$ cat config.mk
export PLATFORM = sky130hd
export DESIGN_NAME = sm_convert_pipe
export DESIGN_NICKNAME = d
export VERILOG_FILES = /design/src/rtl/sm_convert_pipe_pkg.sv /design/src/rtl/sm_lane_conv.sv /design/src/rtl/sm_convert_pipe.sv
export SDC_FILE = /design/constraint.sdc
export NUM_CORES = 1
export LEC_CHECK = 0
export BUFFER_PORTS_ARGS = -buffer_cell sky130_fd_sc_hd__buf_4
export CORE_MARGIN = 2
export CORE_UTILIZATION = 29
export DETAILED_ROUTE_END_ITERATION = 16
export SYNTH_ARGS = -nofsm -noshare
export SYNTH_HDL_FRONTEND = slang
export SYNTH_HIERARCHICAL = 1
export SYNTH_SLANG_ARGS = --single-unit
$ cat constraint.sdc
create_clock -name clk -period 10.76 [get_ports clk]
set_input_delay 1.076 -clock clk [delete_from_list [all_inputs] [get_ports clk]]
set_output_delay 1.076 -clock clk [all_outputs]
set_load 0.05 [all_outputs]
$ cat src/rtl/sm_convert_pipe_pkg.sv
// sm_convert_pipe_pkg: mode encodings and event-count helper shared by the converter pipe
package sm_convert_pipe_pkg;
  localparam logic MODE_2C2SM = 1'b0;
  localparam logic MODE_SM2C = 1'b1;
  function automatic logic [7:0] count_ones(input logic [31:0] v);
    count_ones = '0;
    for (int i = 0; i < 32; i++) count_ones += 8'(v[i]);
  endfunction
endpackage

$ cat src/rtl/sm_lane_conv.sv
// sm_lane_conv: one-lane 2C<->SM conversion with saturation / negative-zero event flag
module sm_lane_conv
  import sm_convert_pipe_pkg::*;
#(
  parameter int W = 6
) (
  input  logic         mode,
  input  logic [W-1:0] x,
  output logic [W-1:0] y,
  output logic         evt
);
  logic [W-2:0] m;
  logic [W-2:0] neg_m;
  logic         zero;
  assign m = x[W-2:0];
  assign neg_m = ~m + 1'b1;
  assign zero = m == '0;
  assign evt = x[W-1] & zero;
  // negating a nonzero magnitude is the same operation in both directions
  assign y = !x[W-1] ? x : !zero ? {1'b1, neg_m} : (mode == MODE_SM2C) ? '0 : '1;
endmodule

$ cat src/rtl/sm_convert_pipe.sv
// sm_convert_pipe: two-stage valid/ready pipe converting N lanes between 2C and SM with event counter
module sm_convert_pipe
  import sm_convert_pipe_pkg::*;
#(
  parameter int W = 6,
  parameter int N = 4,
  parameter int CNT_W = 16
) (
  input  logic             clk,
  input  logic             rst_n,
  input  logic             in_valid,
  output logic             in_ready,
  input  logic             in_mode,
  input  logic [N*W-1:0]   in_data,
  output logic             out_valid,
  input  logic             out_ready,
  output logic             out_mode,
  output logic [N*W-1:0]   out_data,
  input  logic             evt_clr,
  output logic [CNT_W-1:0] evt_count
);
  logic             s1_valid;
  logic             s1_mode;
  logic [N*W-1:0]   s1_data;
  logic [N*W-1:0]   conv_data;
  logic [N-1:0]     evt;
  logic             s2_adv;
  logic [CNT_W+7:0] sum;
  logic [CNT_W-1:0] cnt_nxt;
  for (genvar i = 0; i < N; i++) begin : g_lane
    sm_lane_conv #(.W(W)) u_conv (
      .mode(s1_mode),
      .x   (s1_data[i*W +: W]),
      .y   (conv_data[i*W +: W]),
      .evt (evt[i])
    );
  end
  assign s2_adv = s1_valid & (~out_valid | out_ready);
  assign in_ready = ~s1_valid | s2_adv;
  assign sum = (CNT_W+8)'(evt_count) + (CNT_W+8)'(count_ones(32'(evt)));
  assign cnt_nxt = (sum > (CNT_W+8)'({CNT_W{1'b1}})) ? '1 : sum[CNT_W-1:0];
  always_ff @(posedge clk or negedge rst_n) begin
    if (!rst_n) begin
      s1_valid  <= 1'b0;
      s1_mode   <= 1'b0;
      s1_data   <= '0;
      out_valid <= 1'b0;
      out_mode  <= 1'b0;
      out_data  <= '0;
      evt_count <= '0;
    end else begin
      if (in_ready) s1_valid <= in_valid;
      if (in_valid && in_ready) begin
        s1_data <= in_data;
        s1_mode <= in_mode;
      end
      if (s2_adv) begin
        out_valid <= 1'b1;
        out_data  <= conv_data;
        out_mode  <= s1_mode;
      end else if (out_ready) out_valid <= 1'b0;
      evt_count <= evt_clr ? '0 : s2_adv ? cnt_nxt : evt_count;
    end
  end
endmodule
== Yosys cells after proc, flatten, opt, wreduce, memory -nomap -nowiden ==
Index checks and enable logic that the tools add are counted.

* Flip-flop bits (word level): 68
* Output and inout bits: 43
* Word-level logic and storage cells: 50

* Add/subtract/negate cells: 8
* Order comparisons: 1
* Muxes and demuxes: 14
* Bitwise logic cells: 13
* Reduce and logical (&&, ||, !) cells: 7

{| class="wikitable"
|+ Operator list
! kind !! count
|-
| two-way mux 6 bit || 9
|-
| two-way mux 16 bit || 3
|-
| adder 5 x 1 -> 5 bit (second input constant) || 4
|-
| zero test 5 bit || 4
|-
| inverter 5 bit || 4
|-
| adder 16 x 4 -> 17 bit || 1
|-
| greater-than comparator 17 x 16 -> 1 bit (second input constant) || 1
|-
| bitwise AND 1 bit || 5
|-
| adder 3 x 1 -> 4 bit || 1
|-
| nonzero test 2 bit || 2
|-
| adder 2 x 1 -> 3 bit || 1
|-
| adder 1 x 1 -> 2 bit || 1
|-
| two-way mux 1 bit || 2
|-
| inverter 1 bit || 2
|-
| bitwise OR 1 bit || 2
|-
| logical AND 1 bit || 1
|}

== Logic depth before layout (Yosys ltp) ==
Gate-level depths: netlist (run 1).

* Depth after elaboration: 10
* Gate-level depth with buffers: 16

== Hierarchy ==
The synthesis (run 1) kept the hierarchy.

{| class="wikitable"
|+ Modules (own cells, without submodules)
! module !! instances !! cells each !! area each (µm²)
|-
| sm_convert_pipe || 1 || 293 || 3,075.4
|-
| sm_lane_conv || 4 || 30 || 175.2
|}

== Worst setup path after synthesis (run 1) ==
No wires, ideal clock.

* Path type: register to register
* Start: reg s1_data[0]
* End: reg evt_count[5]
* Setup time: 0.104 ns
* Arrival: 3.329 ns
* Path slack: 7.328 ns
* Cell stages (with the launch flop): 17
* Path buffers: 1
* Period minus slack after synthesis: 3.432 ns
* Cells stage by stage: dfrtp_1 -> inv_1 -> ha_1 -> nand2b_1 -> nor2_1 -> ha_1 -> and2_1 -> fa_1 -> inv_1 -> fa_1 -> inv_1 -> fa_1 -> clkbuf_1 -> nand4_1 -> nor4_1 -> o21ai_1 -> a221oi_1

* Cells in the longest elaborated chain, start to end: 10

{| class="wikitable"
|+ Ends and longest elaborated chain
! what !! line !! RTL
|-
| start, declared || sm_convert_pipe.sv:24 || <nowiki>logic [N*W-1:0] s1_data;</nowiki>
|-
| start signal, assigned || sm_convert_pipe.sv:54 || <nowiki>s1_data <= in_data;</nowiki>
|-
| zero test 5 bit (*) || sm_lane_conv.sv:17 || <nowiki>assign zero = m == '0;</nowiki>
|-
| bitwise AND 1 bit (*) || sm_lane_conv.sv:18 || <nowiki>assign evt = x[W-1] & zero;</nowiki>
|-
| net evt[0] || sm_convert_pipe.sv:26 || <nowiki>logic [N-1:0] evt;</nowiki>
|-
| adder 1 x 1 -> 2 bit (*) || sm_convert_pipe_pkg.sv:7 || <nowiki>for (int i = 0; i < 32; i++) count_ones += 8'(v[i]);</nowiki>
|-
| adder 2 x 1 -> 3 bit (*) || sm_convert_pipe_pkg.sv:7 ||
|-
| adder 3 x 1 -> 4 bit (*) || sm_convert_pipe_pkg.sv:7 ||
|-
| adder 16 x 4 -> 17 bit (*) || sm_convert_pipe.sv:40 || <nowiki>assign sum = (CNT_W+8)'(evt_count) + (CNT_W+8)'(count_ones(32'(evt)));</nowiki>
|-
| greater-than comparator 17 x 16 -> 1 bit || sm_convert_pipe.sv:41 || <nowiki>assign cnt_nxt = (sum > (CNT_W+8)'({CNT_W{1'b1}})) ? '1 : sum[CNT_W-1:0];</nowiki>
|-
| two-way mux 16 bit (*) || sm_convert_pipe.sv:41 ||
|-
| two-way mux 16 bit (*) (2 in series) || sm_convert_pipe.sv:62 || <nowiki>evt_count <= evt_clr ? '0 : s2_adv ? cnt_nxt : evt_count;</nowiki>
|-
| end signal, assigned || sm_convert_pipe.sv:62 ||
|-
| end, declared || sm_convert_pipe.sv:20 || <nowiki>output logic [CNT_W-1:0] evt_count</nowiki>
|}

The timed path passes the listed nets; every way through them passes the cells marked *. The select of a mux whose other input is x is not followed.
A chain may end at the register's enable or synchronous reset.

== Worst setup path after layout (run 1) ==
Same ends and word-level chain as after synthesis.

==> results of run 1 <==
## stage by stage
step                cells  hold slack [ns]  worst slack (ns)
floorplan             413           0.4728             7.328
global placement      640           0.4650             7.140
detailed placement    640           0.4636             7.038
CTS                   655           0.4772             7.024
global route          655           0.5002             6.590
finish                655           0.4736             7.027
## worst max-delay path, stage by stage (launching register included)
cell,delay (ns)
dfrtp_1,0.40
inv_1,0.06
ha_1,0.21
nand2b_1,0.09
nor2_1,0.06
ha_1,0.19
and2_1,0.20
fa_1,0.51
inv_1,0.05
fa_1,0.42
inv_1,0.09
fa_1,0.35
nand4_1,0.12
nor4_1,0.45
o21ai_1,0.15
a221oi_1,0.29
## registers in the layout, indices dropped and copies added, names as in the netlist
register and cells:
out_data 24, out_mode 1, out_valid 1, s1_valid 1, s1_data 24, s1_mode 1
evt_count 16
## Yosys cell counts (2+ instances only)
library cell	n	share of area [%]
nand2_1	85	8.4
dfrtp_1	68	45
a21oi_1	30	4.0
inv_1	29	2.9
nor2_1	26	2.6
mux2_1	17	5.1
o21ai_0	16	2.1
nand3_1	15	2.0
ha_1	13	4.3
buf_2	10	1.3
mux2_2	8	2.4
nand2b_1	8	1.3
and2_1	7	1.2
clkbuf_1	7	0.70
nor2b_1	7	1.2
nor3_1	7	0.93
a211oi_1	5	0.99
a21boi_0	4	0.80
nand4_1	4	0.66
nor4_1	4	0.66
o311ai_1	4	0.93
o41ai_1	4	0.93
a221oi_1	3	0.70
a41oi_1	3	0.70
fa_1	3	1.6
a311oi_1	2	0.46
a31oi_1	2	0.33
and4_1	2	0.46
mux2i_1	2	0.53
o31ai_1	2	0.40
## power groups by stage
stage	Clock [W]	Combinational, W	Sequential [W]
after CTS	0.000280	0.000257	0.000337
final	0.000272	0.000253	0.000336
after detailed placement	0	0.000256	0.000341
after global routing	0.000291	0.000275	0.000345
after global placement	0	0.000253	0.000339
after floorplan	0	0.0000922	0.000417
## routing by layer
layer  wire (microns)  up-vias  GRT usage [%]
li1                 -     1570              -
met1             4413     1561          19.51
met2             4445       99          22.87
met3              535       19          3.004
met4              228        0          7.530
met5                0        -              0
## path summary, 6_finish.rpt
path                                    from           end  slack (ns)
max in group asynchronous              rst_n   out_data[6]        9.32
min in group asynchronous              rst_n  out_data[16]        0.86
worst min-delay path            out_data[19]  out_data[19]        0.47
worst min register to register  out_data[19]  out_data[19]        0.47
worst max-delay path              s1_data[0]  evt_count[5]        7.03
worst max register to register    s1_data[0]  evt_count[5]        7.03
## final cells by class
type / instances / area, sq um
multi-input combinational: 298 / 1886
clock inverter: 2 / 10.01
timing repair buffer: 73 / 548.0
clock buffer: 13 / 260.3
fill: 1306 / 7941
sequential: 68 / 1702
inverter: 29 / 108.9
tap: 172 / 215.2
## cells by family after synthesis
group | count (synthesis)
buffers and inverters | 47
AND/OR/NAND/NOR | 174
adder cells (fa/ha/maj) | 16
multiplexers | 27
flip-flops | 68
AO/OA/AOI/OAI | 81
==> results.sh, run 1 <==
export IMPL_synth_area_per_cell_sq_um=9.143
export IMPL_slew_headroom_pct=24.73
export IMPL_start_util_pct=29.80
export IMPL_power_frac_comb_pct=29.4
export IMPL_hold_viol=0
export IMPL_cts_resized=0
export IMPL_power_density_nw_per_um2=182.1
export IMPL_cts_made_buffers=9
export IMPL_drt_iter0_markers=181
export IMPL_start_kind="flip-flop"
export IMPL_worst_slew_pin_slew_ns=1.126
export IMPL_clock_path_buffers=2
export IMPL_syn_to_final_growth_pct=25.25
export IMPL_via_per_inst=4.960
export IMPL_final_cell_mix="85 x nand2_1, 73 x buf_4, 68 x dfrtp_1"
export IMPL_period_needed_ns=3.733
export IMPL_power_leakage_nw=2.183
export IMPL_numClockSinks=68
export IMPL_grt_max_degree=69
export IMPL_synth_compound_area_share_pct=13.95
export IMPL_pwr_share_seq_pct=39.0
export IMPL_grt_pass1_vias=3302
export IMPL_synth_edf_count=0
export IMPL_setup_viol=0
export IMPL_syn_inst=413
export IMPL_synth_xor_area_share_pct=0
export IMPL_wire_per_inst_microns=14.69
export IMPL_fin_area_sq_um=4730
export IMPL_synth_cell_types=46
export IMPL_antenna_found_initial=0
export IMPL_drc=0
export IMPL_final_common_cell="nand2_1"
export IMPL_min_path_type="flip-flop to flip-flop"
export IMPL_clkSlewWorstSetupHoldPaths_ns=0.05
export IMPL_gp_congestion=0.8625
export IMPL_diodes=0
export IMPL_internal_power_w=0.0005476
export IMPL_ff2ff_path_depth=15
export IMPL_synth_fa_ha_area_share_pct=5.898
export IMPL_grt_total_usage_pct=14.78
export IMPL_drive_gt1_share_pct=20.70
export IMPL_critical_path_class="flip-flop to flip-flop"
export IMPL_synthMuxAreaShare_pct=7.985
export IMPL_synth_top_family_by_area="simple AND/OR/NAND/NOR gates"
export IMPL_async_flop_share_pct=100.0
export IMPL_cp_arrival_ns=3.97
export IMPL_synth_cell_area_sq_um=3776
export IMPL_routed_wl_microns=9623
export IMPL_maxSlewViolCount=0
export IMPL_ys_warn_count=6
export IMPL_synth_simple_area_share_pct=22.10
export IMPL_finalPower_w=0.0008610
export IMPL_cp_required_ns=11.00
export IMPL_final_util_pct=37.33
export IMPL_ctsHoldBuffers=0
export IMPL_vias=3249
export IMPL_power_share_clock_pct=31.5
export IMPL_crit_fanout=10
export IMPL_drt_first_pass_iters=4
export IMPL_seq_area_frac_synth_pct=45.06
export IMPL_holdPathStages=2
export IMPL_grt_pass1_wl_microns=16660
export IMPL_ant_nets=0
export IMPL_insertion_delay_ns=0.34
export IMPL_cap_violations=0
export IMPL_worst_ir_drop_vdd_v=0.00008553
export IMPL_ioPinCount=73
export IMPL_tns_ns=0
export IMPL_fin_nets=525
export IMPL_p_sw_share_pct=36.40
export IMPL_grt_ovfl_total=0
export IMPL_place_area_sq_um=4459
export IMPL_numPortBuffers=72
export IMPL_root_buffer="clkbuf_16"
export IMPL_die_y_microns=118.1
export IMPL_status="finished, final reports clean"
export IMPL_fp_dieW_microns=118.1
export IMPL_post_cts_setup_buffers=0
export IMPL_ys_seq_elements=68
export IMPL_die_area_sq_um=13950
export IMPL_end_kind="flip-flop"
export IMPL_htreeDepth=3
export IMPL_cts_tree="yes"
export IMPL_fin_skew_ns=0.004905
export IMPL_synth_main_ff_cell="dfrtp_1"
export IMPL_rsz0062_at_grt="false"
export IMPL_clock_fmax_mhz=267.9
export IMPL_coreArea_sq_um=12670
export IMPL_num_rows=41
export IMPL_synth_nets=459
export IMPL_finalCritPeriodShare_pct=34.69
export IMPL_power_switching_w=0.0003135
export IMPL_dp_hpwl_microns=6750
Power figures use the tool's default switching activity.
==> run 2: changes to the inputs <==
==> constraint.sdc (replaced) <==
create_clock -name clk -period 3.37 [get_ports clk]
set_input_delay 0.337 -clock clk [delete_from_list [all_inputs] [get_ports clk]]
set_output_delay 0.337 -clock clk [all_outputs]
set_load 0.05 [all_outputs]
==> run 2 against run 1 <==
Compared with the run above:
- final area is 5.3% higher
- combinational power grew to 3.4 times the previous value
- power grew to 3.3 times the previous value
- flip-flop and latch count did not move
- setup slack worse by 6.9 ns
- register-to-register slack worse by 6.9 ns
- critical endpoint is now evt_count[10]
- largest cell class unchanged
==> results.sh, run 2 (synthesis results as in run 1) <==
export IMPL_status="finished, final reports clean"
export IMPL_period_needed_ns=3.268
export IMPL_start_util_pct=29.80
export IMPL_critical_path_class="flip-flop to flip-flop"
export IMPL_internal_power_w=0.001857
export IMPL_slew_headroom_pct=41.40
export IMPL_fin_nets=542
export IMPL_maxSlewViolCount=0
export IMPL_ioPinCount=73
export IMPL_final_common_cell="buf_4"
export IMPL_clock_path_buffers=2
export IMPL_grt_pass1_wl_microns=16620
export IMPL_drive_gt1_share_pct=28.14
export IMPL_cts_tree="yes"
export IMPL_power_switching_w=0.001025
export IMPL_hold_viol=0
export IMPL_antenna_found_initial=0
export IMPL_die_area_sq_um=13950
export IMPL_ff2ff_path_depth=16
export IMPL_drc=0
export IMPL_whs_ns=0.1338
export IMPL_place_area_sq_um=4556
export IMPL_rsz0062_at_grt="true"
export IMPL_cp_required_ns=3.61
export IMPL_root_buffer="clkbuf_16"
export IMPL_vias=3348
export IMPL_grt_max_degree=69
export IMPL_min_path_type="input port to async pin"
export IMPL_fp_dieW_microns=118.1
export IMPL_cap_violations=0
export IMPL_grt_ovfl_total=0
export IMPL_crit_fanout=4
export IMPL_final_cell_mix="90 x buf_4, 85 x nand2_1, 68 x dfrtp_1"
export IMPL_finalCritPeriodShare_pct=96.96
export IMPL_syn_to_final_growth_pct=31.94
export IMPL_power_share_clock_pct=33.2
export IMPL_power_frac_comb_pct=30.0
export IMPL_drt_iter0_markers=215
export IMPL_top_regs="out_data: 24 flops, s1_data: 24 flops, evt_count: 16 flops"
export IMPL_coreArea_sq_um=12670
export IMPL_tns_ns=0
export IMPL_fin_skew_ns=0.006364
export IMPL_p_sw_share_pct=35.56
export IMPL_via_per_inst=4.975
export IMPL_final_util_pct=39.32
export IMPL_cts_made_buffers=9
export IMPL_end_kind="flip-flop"
export IMPL_die_y_microns=118.1
export IMPL_dp_hpwl_microns=6932
export IMPL_grt_pass1_vias=3252
export IMPL_clkSlewWorstSetupHoldPaths_ns=0.06
export IMPL_final_cells=673
export IMPL_worst_slew_pin_slew_ns=0.8791
export IMPL_worst_ir_drop_vdd_v=0.0005367
export IMPL_power_leakage_nw=2.296
export IMPL_start_kind="flip-flop"
export IMPL_ant_nets=0
export IMPL_wire_per_inst_microns=14.71
export IMPL_gp_congestion=0.8826
export IMPL_numPortBuffers=72
export IMPL_cp_arrival_ns=3.50
export IMPL_ctsHoldBuffers=0
export IMPL_grt_total_usage_pct=14.75
export IMPL_diodes=0
export IMPL_power_density_nw_per_um2=578.3
export IMPL_pwr_share_seq_pct=36.8
export IMPL_routed_wl_microns=9900
export IMPL_insertion_delay_ns=0.33
export IMPL_fin_area_sq_um=4982
export IMPL_place_inst=652
export IMPL_numClockSinks=68
export IMPL_setup_viol=0
export IMPL_drt_first_pass_iters=4
export IMPL_htreeDepth=3
export IMPL_clock_fmax_mhz=306.0
export IMPL_num_rows=41
-- run 2: final timing paths --
| path | startpoint | to | slack, ns |
|---|---|---|---|
| setup / recovery | s1_data[1] | evt_count[10] | 0.10 |
| hold reg to reg | out_data[0] | out_data[0] | 0.48 |
| hold / removal | rst_n | out_data[14] | 0.13 |
| max in group asynchronous | rst_n | s1_data[2] | 2.68 |
| setup reg to reg | s1_data[1] | evt_count[10] | 0.10 |
| min in group clk | in_valid | s1_valid | 0.21 |
-- run 2: area by class of cell --
cell class	instances	area [sq um]
Clock inverter	4	47.55
Fill cell	1280	7689
Clock buffer	12	256.5
Inverter	29	108.9
Multi-Input combinational cell	298	1977
Tap cell	172	215.2
Sequential cell	68	1702
Timing Repair Buffer	90	675.6
-- run 2: metrics by stage --
| stage | setup WS [ns] | power, W |
|---|---|---|
| final | 0.1023 | 0.002881 |
| after global placement | 0.04029 | 0.001916 |
| after global routing | -0.02589 | 0.003042 |
| after CTS | 0.008675 | 0.002903 |
| after floorplan | 0.07910 | 0.001626 |
| after detailed placement | -0.05463 | 0.001929 |
-- run 2: timing repair --
action / CTS / global route
setup endpoints to repair: 7 / 13
setup buffers: 2 / 3
gates resized for setup: 5 / 20
pin swaps: 5 / 14
-- run 2: routing by layer --
layer	vias to the layer above	global-route usage, %	wire length (microns)
met4	0	5.120	191
met1	1613	19.57	4468
met3	17	3.343	495
li1	1610	-	-
met2	108	23.63	4745
met5	-	0	0
-- run 2: power groups by stage --
| stage | registers [W] | logic (W) | clock network, W |
|---|---|---|---|
| 3_3_place_gp | 0.00107 | 0.000846 | 0 |
| 3_5_place_dp | 0.00107 | 0.000855 | 0 |
| 4_1_cts | 0.00106 | 0.000860 | 0.000982 |
| 2_1_floorplan | 0.00133 | 0.000295 | 0 |
| 5_1_grt | 0.00108 | 0.000943 | 0.00102 |
| 6_report | 0.00106 | 0.000863 | 0.000958 |
-- run 2: critical path, cell delays in order, from the launching register on --
cell and delay, ns:
dfrtp_1 0.34, inv_1 0.05, ha_2 0.18, nand2b_1 0.11, nor2_2 0.06, ha_2 0.18
and2_4 0.16, fa_1 0.50, inv_2 0.04, fa_2 0.38, inv_2 0.07, fa_2 0.22
buf_4 0.13, nand3_1 0.09, nor4_1 0.28, mux2i_1 0.13, a211oi_1 0.24
